### config.mk
export PLATFORM = sky130hd
export DESIGN_NAME = ex_stage_muldiv_flat
export DESIGN_NICKNAME = d
export VERILOG_FILES = /design/src/rtl/ex_stage_muldiv_if.sv /design/src/rtl/ex_stage_muldiv.sv /design/src/flat_wrapper.sv
export SDC_FILE = /design/constraint.sdc
export NUM_CORES = 2
export LEC_CHECK = 0
export CAP_MARGIN = 15
export CORE_MARGIN = 3
export CORE_UTILIZATION = 60
export CTS_CLUSTER_DIAMETER = 80
export DETAILED_ROUTE_END_ITERATION = 8
export PLACE_DENSITY = 0.84
export SLEW_MARGIN = 10
export SYNTH_ARGS = -nofsm -noshare
export SYNTH_HDL_FRONTEND = slang
export SYNTH_SLANG_ARGS = --single-unit
### constraint.sdc
create_clock -name clk -period 11.19 [get_ports clk]
set_input_delay 2.238 -clock clk [delete_from_list [all_inputs] [get_ports clk]]
set_output_delay 2.238 -clock clk [all_outputs]
set_load 0.05 [all_outputs]
### src/rtl/ex_stage_muldiv_if.sv
// Execute-stage bus: operands and control from the OF/EX register,
// plus the EX/MA register, branch redirect, flags and stall back out.
// With EX_STALL_CNT_EN defined the bus also carries stall_cycles.
interface ex_stage_muldiv_if #(
   parameter int DATA_W = 32,
   parameter int CTRL_W = 24
);
   logic [DATA_W-1:0] pc_in;
   logic [DATA_W-1:0] instruction_in;
   logic [DATA_W-1:0] A_in;
   logic [DATA_W-1:0] B_in;
   logic [DATA_W-1:0] op2_in;
   logic [CTRL_W-1:0] control_bus_in;
   logic [DATA_W-1:0] btarget_in;

   logic              stall;
   logic              branch_taken;
   logic [DATA_W-1:0] branch_pc;
   logic              flag_e;
   logic              flag_gt;
   logic [DATA_W-1:0] pc_out;
   logic [DATA_W-1:0] instruction_out;
   logic [DATA_W-1:0] aluresult_out;
   logic [DATA_W-1:0] B_out;
   logic [CTRL_W-1:0] control_bus_out;
`ifdef EX_STALL_CNT_EN
   logic [31:0]       stall_cycles;
`endif

   // Upstream side (OF/EX register / testbench)
   modport master (
      output pc_in, instruction_in, A_in, B_in, op2_in, control_bus_in, btarget_in,
      input  stall, branch_taken, branch_pc, flag_e, flag_gt,
      input  pc_out, instruction_out, aluresult_out, B_out, control_bus_out
`ifdef EX_STALL_CNT_EN
      , input stall_cycles
`endif
   );

   // Execute stage side
   modport slave (
      input  pc_in, instruction_in, A_in, B_in, op2_in, control_bus_in, btarget_in,
      output stall, branch_taken, branch_pc, flag_e, flag_gt,
      output pc_out, instruction_out, aluresult_out, B_out, control_bus_out
`ifdef EX_STALL_CNT_EN
      , output stall_cycles
`endif
   );
endinterface

### src/rtl/ex_stage_muldiv.sv
// Execute stage: ALU, flags, branch decision and the EX/MA register.
// Signed div/mod use a 32-iteration restoring divider and stall upstream.
// Optional macro EX_STALL_CNT_EN adds a saturating stall_cycles counter.
module ex_stage_muldiv #(
   parameter int DATA_W = 32,
   parameter int CTRL_W = 24
) (
   input logic              clk,
   input logic              reset,
   ex_stage_muldiv_if.slave bus
);

   localparam int CNT_W = $clog2(DATA_W);

   typedef enum logic [1:0] {
      IDLE     = 2'd0,
      DIV_RUN  = 2'd1,
      DIV_DONE = 2'd2
   } state_t;

   state_t            state;

   logic [DATA_W-1:0] a;
   logic [DATA_W-1:0] op2;
   logic [CTRL_W-1:0] ctrl;

   logic is_add, is_sub, is_cmp, is_mul, is_div, is_mod;
   logic is_lsl, is_lsr, is_asr, is_or, is_and, is_not, is_mov;
   logic is_beq, is_bgt, is_ret, is_ubr;

   logic [DATA_W-1:0] alu_result;
   logic              div_start;
   logic              stall;

   logic [DATA_W-1:0] div_rem;
   logic [DATA_W-1:0] div_quo;
   logic [DATA_W-1:0] div_dvs;
   logic              sign_q;
   logic              sign_r;
   logic              div_is_mod;
   logic [CNT_W-1:0]  count;

   logic [DATA_W-1:0] abs_a;
   logic [DATA_W-1:0] abs_op2;
   logic [DATA_W-1:0] rem_shift;
   logic [DATA_W:0]   rem_diff;
   logic              rem_ge;
   logic [DATA_W-1:0] div_final;

   assign a    = bus.A_in;
   assign op2  = bus.op2_in;
   assign ctrl = bus.control_bus_in;

   assign is_add = ctrl[0];
   assign is_sub = ctrl[1];
   assign is_cmp = ctrl[2];
   assign is_mul = ctrl[3];
   assign is_div = ctrl[4];
   assign is_mod = ctrl[5];
   assign is_lsl = ctrl[6];
   assign is_lsr = ctrl[7];
   assign is_asr = ctrl[8];
   assign is_or  = ctrl[9];
   assign is_and = ctrl[10];
   assign is_not = ctrl[11];
   assign is_mov = ctrl[12];
   assign is_beq = ctrl[15];
   assign is_bgt = ctrl[16];
   assign is_ret = ctrl[17];
   assign is_ubr = ctrl[20];

   // Single-cycle ALU result; divide-by-zero is resolved here without stalling
   always_comb begin
      alu_result = '0;
      if (is_add)      alu_result = a + op2;
      else if (is_sub) alu_result = a - op2;
      else if (is_cmp) alu_result = a - op2;
      else if (is_mul) alu_result = a * op2;
      else if (is_div) alu_result = (op2 == '0) ? '1 : '0;
      else if (is_mod) alu_result = (op2 == '0) ? a : '0;
      else if (is_lsl) alu_result = a << op2[4:0];
      else if (is_lsr) alu_result = a >> op2[4:0];
      else if (is_asr) alu_result = $signed(a) >>> op2[4:0];
      else if (is_or)  alu_result = a | op2;
      else if (is_and) alu_result = a & op2;
      else if (is_not) alu_result = ~op2;
      else if (is_mov) alu_result = op2;
   end

   assign div_start = (state == IDLE) && (is_div || is_mod) && (op2 != '0);
   assign stall     = div_start || (state == DIV_RUN);

   // Operand magnitudes, one restoring step, and sign-corrected final result
   always_comb begin
      abs_a     = a[DATA_W-1]   ? -a   : a;
      abs_op2   = op2[DATA_W-1] ? -op2 : op2;
      rem_shift = {div_rem[DATA_W-2:0], div_quo[DATA_W-1]};
      rem_diff  = {1'b0, rem_shift} - {1'b0, div_dvs};
      rem_ge    = ~rem_diff[DATA_W];
      if (div_is_mod) div_final = sign_r ? -div_rem : div_rem;
      else            div_final = sign_q ? -div_quo : div_quo;
   end

   assign bus.stall        = stall;
   assign bus.branch_taken = ~stall & (is_ubr | (is_beq & bus.flag_e) | (is_bgt & bus.flag_gt));
   assign bus.branch_pc    = is_ret ? a : bus.btarget_in;

   // Divider FSM, flags and EX/MA register
   always_ff @(posedge clk) begin
      if (reset) begin
         state               <= IDLE;
         count               <= '0;
         div_rem             <= '0;
         div_quo             <= '0;
         div_dvs             <= '0;
         sign_q              <= 1'b0;
         sign_r              <= 1'b0;
         div_is_mod          <= 1'b0;
         bus.flag_e          <= 1'b0;
         bus.flag_gt         <= 1'b0;
         bus.pc_out          <= '0;
         bus.instruction_out <= '0;
         bus.aluresult_out   <= '0;
         bus.B_out           <= '0;
         bus.control_bus_out <= '0;
      end else begin
         case (state)
            IDLE: begin
               if (div_start) begin
                  div_rem    <= '0;
                  div_quo    <= abs_a;
                  div_dvs    <= abs_op2;
                  sign_q     <= a[DATA_W-1] ^ op2[DATA_W-1];
                  sign_r     <= a[DATA_W-1];
                  div_is_mod <= is_mod;
                  count      <= '0;
                  state      <= DIV_RUN;
               end
            end
            DIV_RUN: begin
               div_rem <= rem_ge ? rem_diff[DATA_W-1:0] : rem_shift;
               div_quo <= {div_quo[DATA_W-2:0], rem_ge};
               count   <= count + 1'b1;
               if (count == CNT_W'(DATA_W - 1)) state <= DIV_DONE;
            end
            DIV_DONE: state <= IDLE;
            default:  state <= IDLE;
         endcase

         if (stall) begin
            bus.pc_out          <= '0;
            bus.instruction_out <= '0;
            bus.aluresult_out   <= '0;
            bus.B_out           <= '0;
            bus.control_bus_out <= '0;
         end else begin
            bus.pc_out          <= bus.pc_in;
            bus.instruction_out <= bus.instruction_in;
            bus.aluresult_out   <= (state == DIV_DONE) ? div_final : alu_result;
            bus.B_out           <= bus.B_in;
            bus.control_bus_out <= ctrl;
         end

         if (!stall && is_cmp) begin
            bus.flag_e  <= (a == op2);
            bus.flag_gt <= ($signed(a) > $signed(op2));
         end
      end
   end

`ifdef EX_STALL_CNT_EN
   // Saturating count of cycles spent with stall asserted
   always_ff @(posedge clk) begin
      if (reset)                                  bus.stall_cycles <= '0;
      else if (stall && bus.stall_cycles != '1)   bus.stall_cycles <= bus.stall_cycles + 1'b1;
   end
`endif

endmodule

### src/flat_wrapper.sv
// flat-port wrapper written by rule: the top's interface ports become plain ports
module ex_stage_muldiv_flat 
#(
   parameter int DATA_W = 32,
   parameter int CTRL_W = 24
)
  (clk, reset, bus_pc_in, bus_instruction_in, bus_A_in, bus_B_in, bus_op2_in, bus_control_bus_in, bus_btarget_in, bus_stall, bus_branch_taken, bus_branch_pc, bus_flag_e, bus_flag_gt, bus_pc_out, bus_instruction_out, bus_aluresult_out, bus_B_out, bus_control_bus_out);
  ex_stage_muldiv_if #(.DATA_W(DATA_W), .CTRL_W(CTRL_W)) bus_i ();
  input logic clk;
  input logic reset;
  input wire logic [$bits(bus_i.pc_in)-1:0] bus_pc_in;
  input wire logic [$bits(bus_i.instruction_in)-1:0] bus_instruction_in;
  input wire logic [$bits(bus_i.A_in)-1:0] bus_A_in;
  input wire logic [$bits(bus_i.B_in)-1:0] bus_B_in;
  input wire logic [$bits(bus_i.op2_in)-1:0] bus_op2_in;
  input wire logic [$bits(bus_i.control_bus_in)-1:0] bus_control_bus_in;
  input wire logic [$bits(bus_i.btarget_in)-1:0] bus_btarget_in;
  output wire logic [$bits(bus_i.stall)-1:0] bus_stall;
  output wire logic [$bits(bus_i.branch_taken)-1:0] bus_branch_taken;
  output wire logic [$bits(bus_i.branch_pc)-1:0] bus_branch_pc;
  output wire logic [$bits(bus_i.flag_e)-1:0] bus_flag_e;
  output wire logic [$bits(bus_i.flag_gt)-1:0] bus_flag_gt;
  output wire logic [$bits(bus_i.pc_out)-1:0] bus_pc_out;
  output wire logic [$bits(bus_i.instruction_out)-1:0] bus_instruction_out;
  output wire logic [$bits(bus_i.aluresult_out)-1:0] bus_aluresult_out;
  output wire logic [$bits(bus_i.B_out)-1:0] bus_B_out;
  output wire logic [$bits(bus_i.control_bus_out)-1:0] bus_control_bus_out;
  assign bus_i.pc_in = bus_pc_in;
  assign bus_i.instruction_in = bus_instruction_in;
  assign bus_i.A_in = bus_A_in;
  assign bus_i.B_in = bus_B_in;
  assign bus_i.op2_in = bus_op2_in;
  assign bus_i.control_bus_in = bus_control_bus_in;
  assign bus_i.btarget_in = bus_btarget_in;
  assign bus_stall = bus_i.stall;
  assign bus_branch_taken = bus_i.branch_taken;
  assign bus_branch_pc = bus_i.branch_pc;
  assign bus_flag_e = bus_i.flag_e;
  assign bus_flag_gt = bus_i.flag_gt;
  assign bus_pc_out = bus_i.pc_out;
  assign bus_instruction_out = bus_i.instruction_out;
  assign bus_aluresult_out = bus_i.aluresult_out;
  assign bus_B_out = bus_i.B_out;
  assign bus_control_bus_out = bus_i.control_bus_out;
  ex_stage_muldiv #(.DATA_W(DATA_W), .CTRL_W(CTRL_W)) u_core (.clk(clk), .reset(reset), .bus(bus_i));
endmodule
# After elaboration in Yosys (flattened, before gate mapping)
# Cells that the tools add are included.
# word_totals
register_bits	260
inputBits	218
output_inout_bits	188
wordCells	91
# op_classes
n_addsub	8
mul	1
n_lt_le_gt_ge	1
eq_ne	6
n_shift	3
mux	32
n_bitwise	11
n_reduce_logical	14
# ops
cell	n
two-way mux 32 bit	25
negation 32 bit	4
one-hot mux 32 bit (2 select lines)	2
subtractor 32 x 32 -> 33 bit	1
adder 32 bit	1
AND 32 bit	1
== test 32 bit	1
> comparator 32 bit	1
logical NOT 32 bit	1
multiplier 32 x 32 -> 32 bit	1
inverter 32 bit	1
bitwise OR 32 bit	1
nonzero test 32 bit	1
<< shifter 32 x 5 -> 32 bit	1
>> shifter 32 x 5 -> 32 bit	1
>>> shifter 32 x 5 -> 32 bit	1
subtractor 32 bit	1
one-hot mux 5 bit (2 select lines)	1
AND reduction 2 bit	3
adder 5 x 1 -> 5 bit (second input constant)	1
== test 5 bit (second input constant)	1
two-way mux 5 bit	1
two-way mux 2 bit	2
one-hot mux 2 bit (2 select lines)	1
other kinds (14)	21

# Longest topological paths before layout
# depth
word_depth	14
ltp_mapped	32
ltp_nobuf	27

# Worst setup path before layout
# OpenSTA, ideal clock, no wires.
# synth_timing
path_kind	input -> register
start	input bus_op2_in[2]
end	register u_core.bus.aluresult_out[28]
setup_ns	0.061
arrival_ns	10.116
required_time_ns	11.129
setup_slack_ns	1.013
stages	30
path_buffers	5
cell_sequence	buf_2 -> clkinv_1 -> buf_1 -> buf_1 -> clkbuf_1 -> clkbuf_1 -> nor2_1 -> fa_1 -> inv_1 -> fa_1 -> fa_1 -> fa_1 -> inv_1 -> fa_1 -> inv_1 -> fa_1 -> inv_1 -> fa_1 -> fa_1 -> ha_1 -> a21oi_1 -> o21ai_0 -> a2111oi_0 -> o21bai_1 -> a41oi_1 -> o21ai_0 -> nand2_1 -> or3b_2 -> nand4_1 -> and4_1
# synth_via
elab_chain_cells	11
elab_cells_between_ends	23
cone_classes	add/sub: 2; mul: 1; shift: 3; mux: 12; reduce/logical: 5
# synth_lines
item	line	rtl
from (decl)	flat_wrapper.sv:15	input wire logic [$bits(bus_i.op2_in)-1:0] bus_op2_in;
branches (longest 11 deep; another with multiplier 32 x 32 -> 32 bit)	n/a	
to (signal assigned)	ex_stage_muldiv.sv:159	bus.aluresult_out <= (state == DIV_DONE) ? div_final : alu_result;
to (decl)	ex_stage_muldiv_if.sv:44	output pc_out, instruction_out, aluresult_out, B_out, control_bus_out
# Several ways; the timed one is not identified.
# A chain may end at the register's enable or synchronous reset.

# Worst setup path in the final report
# layout_timing
start	input bus_A_in[9]
end	register u_core.bus.aluresult_out[31]
# layout_via
elab_chain_cells	11
elab_cells_between_ends	16
cone_classes	add/sub: 2; mul: 1; shift: 3; mux: 10
# layout_lines
item	line	rtl
from (decl)	flat_wrapper.sv:13	input wire logic [$bits(bus_i.A_in)-1:0] bus_A_in;
branches (longest 9 deep; another with multiplier 32 x 32 -> 32 bit)	n/a	
two-way mux 32 bit *	ex_stage_muldiv.sv:75	if (is_add) alu_result = a + op2;
two-way mux 32 bit *	ex_stage_muldiv.sv:159	
# Every way passes the cells marked *.

==> summary.txt <==
Synthesis
  • Adder and majority gate portion of the synthesized area: 0.299
  • Synth area leaders: fa_1, dfxtp_1, ha_1, nor2_1, inv_1
  • Syn Nets: 5630
  • Number of flops mapped to enable cells by yosys: 0
  • Synth Area in Simple Gates: 0.172
  • Main combinational cell family by area after synthesis: adder cells
  • Synth Area in Compound Gates: 0.172
  • Cells after Synth: 4743
  • Post-Synth XOR/XNOR Area: 0.0566
  • Post-synthesis mux area share: 0.0772
  • Synth unique cells: 91
  • Syn. warnings: 0
  • Ys async rst share: 0
  • Yosys top cell by area: fa_1
  • Yosys reg bits: 260
  • Syn Area/Cell: 8.08 sq um
  • Sequential fraction of the synthesis area: 0.136
  • Dominant synthesized flop cell: dfxtp_1
  • Top cell type's share of synthesized area: 0.215
  • Cell area after synthesis: 38300 sq um

STA
  • Slew HR: 0.117
  • Final period util: 0.941
  • Final hold vios: 0
  • Pins over their slew limit: 0
  • Total Negative Setup Slacks: 0 ps
  • Slew @ Worst Pin: 1310 ps
  • Unrepaired setup endpoints after global routing: false
  • Clock Skews: 34.5 ps
  • Min cycle time layout: 10530 ps
  • Max Fclk: 95.0 MHz
  • Final Setup Violations: 0

Route
  • Drt first pass iters: 8
  • DR WL/cell: 31.3 microns
  • Detail Route Antenna Nets: 0
  • Routed wire length: 184 mm
  • Vias after detailed routing: 40500
  • Avg Vias per Cell: 6.90
  • Initial DRC count: 6675
  • DRC viols: 0

Critical path
  • Req. time, crit path: 11660 ps
  • Setup crit end kind: flip-flop
  • Crit-path slowest cell: clkdlybuf4s50_1
  • Worst EP arrival: 11000 ps
  • Most common cell on crit path: fa_1
  • CP peak stage delay: 1000 ps
  • Crit path max fanout: 8
  • Kind of critical path: input pin to flip-flop
  • Startpoint Class: input pin

Finish
  • Final net count: 5876
  • FILL cells: 5041
  • Area grow syn2layout: 15.5%
  • Final core occ: 0.702
  • Design area: 44300 sq um
  • Share of post-route cells with drive strength above 1: 0.0761

Power and ir drop
  • PD cells: 380 nW/um^2
  • Net switching power: 9.69 mW
  • Int Pwr: 7.12 mW
  • Clock share of power: 0.058
  • Combinational share of power: 0.882
  • Switching part of the total power: 0.576
  • Leakage: 19.5 nW
  • Sequential power share: 0.060
  • VDD IR-drop max: 1110 uV

Clock tree
  • TritonCTS Buffers: 25
  • Hold buffer count at cts: 0
  • Root Buffer: clkbuf_16
  • Worst-Skew Late Latency: 590 ps
  • H-tree depth: 1
  • Resized Gates After CTS: 0
  • Setup Fix Bufs, Post-CTS: 0
  • Clock sinks: 260
  • Max clock buf depth: 3
  • Reg clk slew, reported paths: 70 ps
  • CTS tree: done

Global route
  • Largest net degree at the start of global routing: 90
  • Total track usage: 0.536
  • First-pass GRT wire length: 263 mm
  • Initial antenna violation count: 10
  • Vias in the first global route: 39300
  • Gr ovfl total: 0

Place
  • Placed Area: 43300 sq um
  • I/O Buffers: 405
  • GPL Wtd Cong: 1.14
  • Detail Placement HPWL: 138 mm

Die
  • Die W: 259 microns
  • Row count: 92
  • Starting Density: 0.607
  • Core ar.: 63100 sq um
  • Die ar.: 66900 sq um
  • IO Count: 406
  • Die Span Y: 259 microns

Flow run
  • Max-cap violations: 0

Min path
  • Tightest Hold Check Type: flip-flop to flip-flop

Outcome
  • Status: finished clean
final timing paths:
| check | start | endpoint | slack (ps) | depth (start not counted) |
|---|---|---|---|---|
| worst max register to register | u_core.div_quo[31] | u_core.div_rem[17] | 6630 | 15 |
| worst min register to register | u_core.div_dvs[19] | u_core.div_dvs[19] | 460 | 2 |
| worst min-delay path | u_core.div_dvs[19] | u_core.div_dvs[19] | 460 | 2 |
| worst max-delay path | bus_A_in[9] | u_core.bus.aluresult_out[31] | 660 | 25 |
final cells by class:
cell class                 instances  area (sq um)  share of cell area
multi-input combinational       3613         29800               0.674
clock inverter                    11           191             0.00433
sequential                       260          5210               0.118
inverter                         519          1950              0.0440
timing repair buffer             570          5260               0.119
clock buffer                      35           753              0.0170
tap                              846          1060              0.0239
antenna                            7          17.5            0.000396
through the flow:
| step | power [mW] | setup WS [ps] | hold slack, ps | instances |
|---|---|---|---|---|
| 3_5_place_dp | 15.1 | 626 | 460 | 5808 |
| 3_3_place_gp | 14.9 | 760 | 438 | 5808 |
| 4_1_cts | 16.1 | 1230 | 467 | 5854 |
| 2_1_floorplan | 10.3 | 1010 | 432 | 4743 |
| 6_report | 16.8 | 660 | 463 | 5861 |
| 5_1_grt | 17.5 | 577 | 490 | 5855 |
state kept, by name (all words and copies together) (netlist names):
register and flops:
u_core.bus.B_out 32, u_core.bus.aluresult_out 32, u_core.bus.instruction_out 32, u_core.bus.pc_out 32, u_core.div_dvs 32, u_core.div_quo 32
u_core.div_rem 32, u_core.bus.control_bus_out 24, u_core.count 5, u_core.state 2, u_core.bus.flag_e 1, u_core.bus.flag_gt 1
u_core.div_is_mod 1, u_core.sign_q 1, u_core.sign_r 1
cell usage after synthesis, drive strengths merged (17+ instances only):
cell type  count
a211oi        79
a21o          39
a21oi        275
a221oi        17
a22oi         34
a31oi         35
and2         124
buf           80
clkbuf       271
clkinv        17
dfxtp        260
fa           411
ha           258
inv          502
mux2          50
mux2i        111
mux4          57
nand2        447
nand2b        32
nand3         40
nand4         19
nor2         601
nor2b         24
nor3          72
nor4          21
o211ai        27
o21a          23
o21ai        221
o311ai        17
o31ai         48
o41ai         23
or3           28
xnor2        184
xor2          61
cells in the final DEF, fill, tap and decap left out, drive strengths merged, types with 22 or more instances in the layout:
cell type / Yosys / layout
clkbuf: 271 / 35
nor2: 601 / 601
a21oi: 275 / 275
o21a: 23 / 23
xor2: 61 / 61
dfxtp: 260 / 260
a211oi: 79 / 79
clkdlybuf4s50: 0 / 397
nor3: 72 / 72
xnor2: 184 / 184
inv: 502 / 504
nand2b: 32 / 32
o211ai: 27 / 27
buf: 80 / 173
o41ai: 23 / 23
mux2i: 111 / 111
nor2b: 24 / 24
nand3: 40 / 40
or3: 28 / 28
clkinv: 17 / 22
mux4: 57 / 57
a22oi: 34 / 34
a31oi: 35 / 35
nand2: 447 / 447
o31ai: 48 / 48
ha: 258 / 258
mux2: 50 / 50
a21o: 39 / 39
and2: 124 / 124
fa: 411 / 411
o21ai: 221 / 221
cell families after synthesis:
family | Yosys count
AO/OA/AOI/OAI | 1007
XOR/XNOR | 246
adder cells (fa/ha/maj) | 669
buffers and inverters | 870
flip-flops | 260
multiplexers | 218
AND/OR/NAND/NOR | 1473
power by group through the flow:
stage	logic, mW	registers (mW)	clock network, mW
floorplan	9.19	1.08	0
global placement	13.9	1.03	0
detailed placement	14.0	1.03	0
CTS	14.1	1.01	0.972
global route	15.5	1.01	1.00
finish	14.8	1.01	0.974
metal layers:
| metal | vias to the layer above | track usage | share of wire | wire [microns] |
|---|---|---|---|---|
| met3 | 1120 | 0.196 | 0.16 | 29100 |
| met2 | 3779 | 0.753 | 0.40 | 73100 |
| met4 | 4 | 0.446 | 0.11 | 20300 |
| met1 | 19200 | 0.654 | 0.33 | 61100 |
| met5 | - | 0 | 0.00015 | 27 |
| li1 | 16400 | - | - | - |
critical path, delay by kind of cell:
kind                     cells  cell delay, ps
adder cells (fa/ha/maj)      8            3850
buffers and inverters        6            1910
XOR/XNOR                     7            1690
AO/OA/AOI/OAI                2             610
AND/OR/NAND/NOR              1             550
multiplexers                 1             140
No activity file was read; power rests on OpenSTA's default activity.
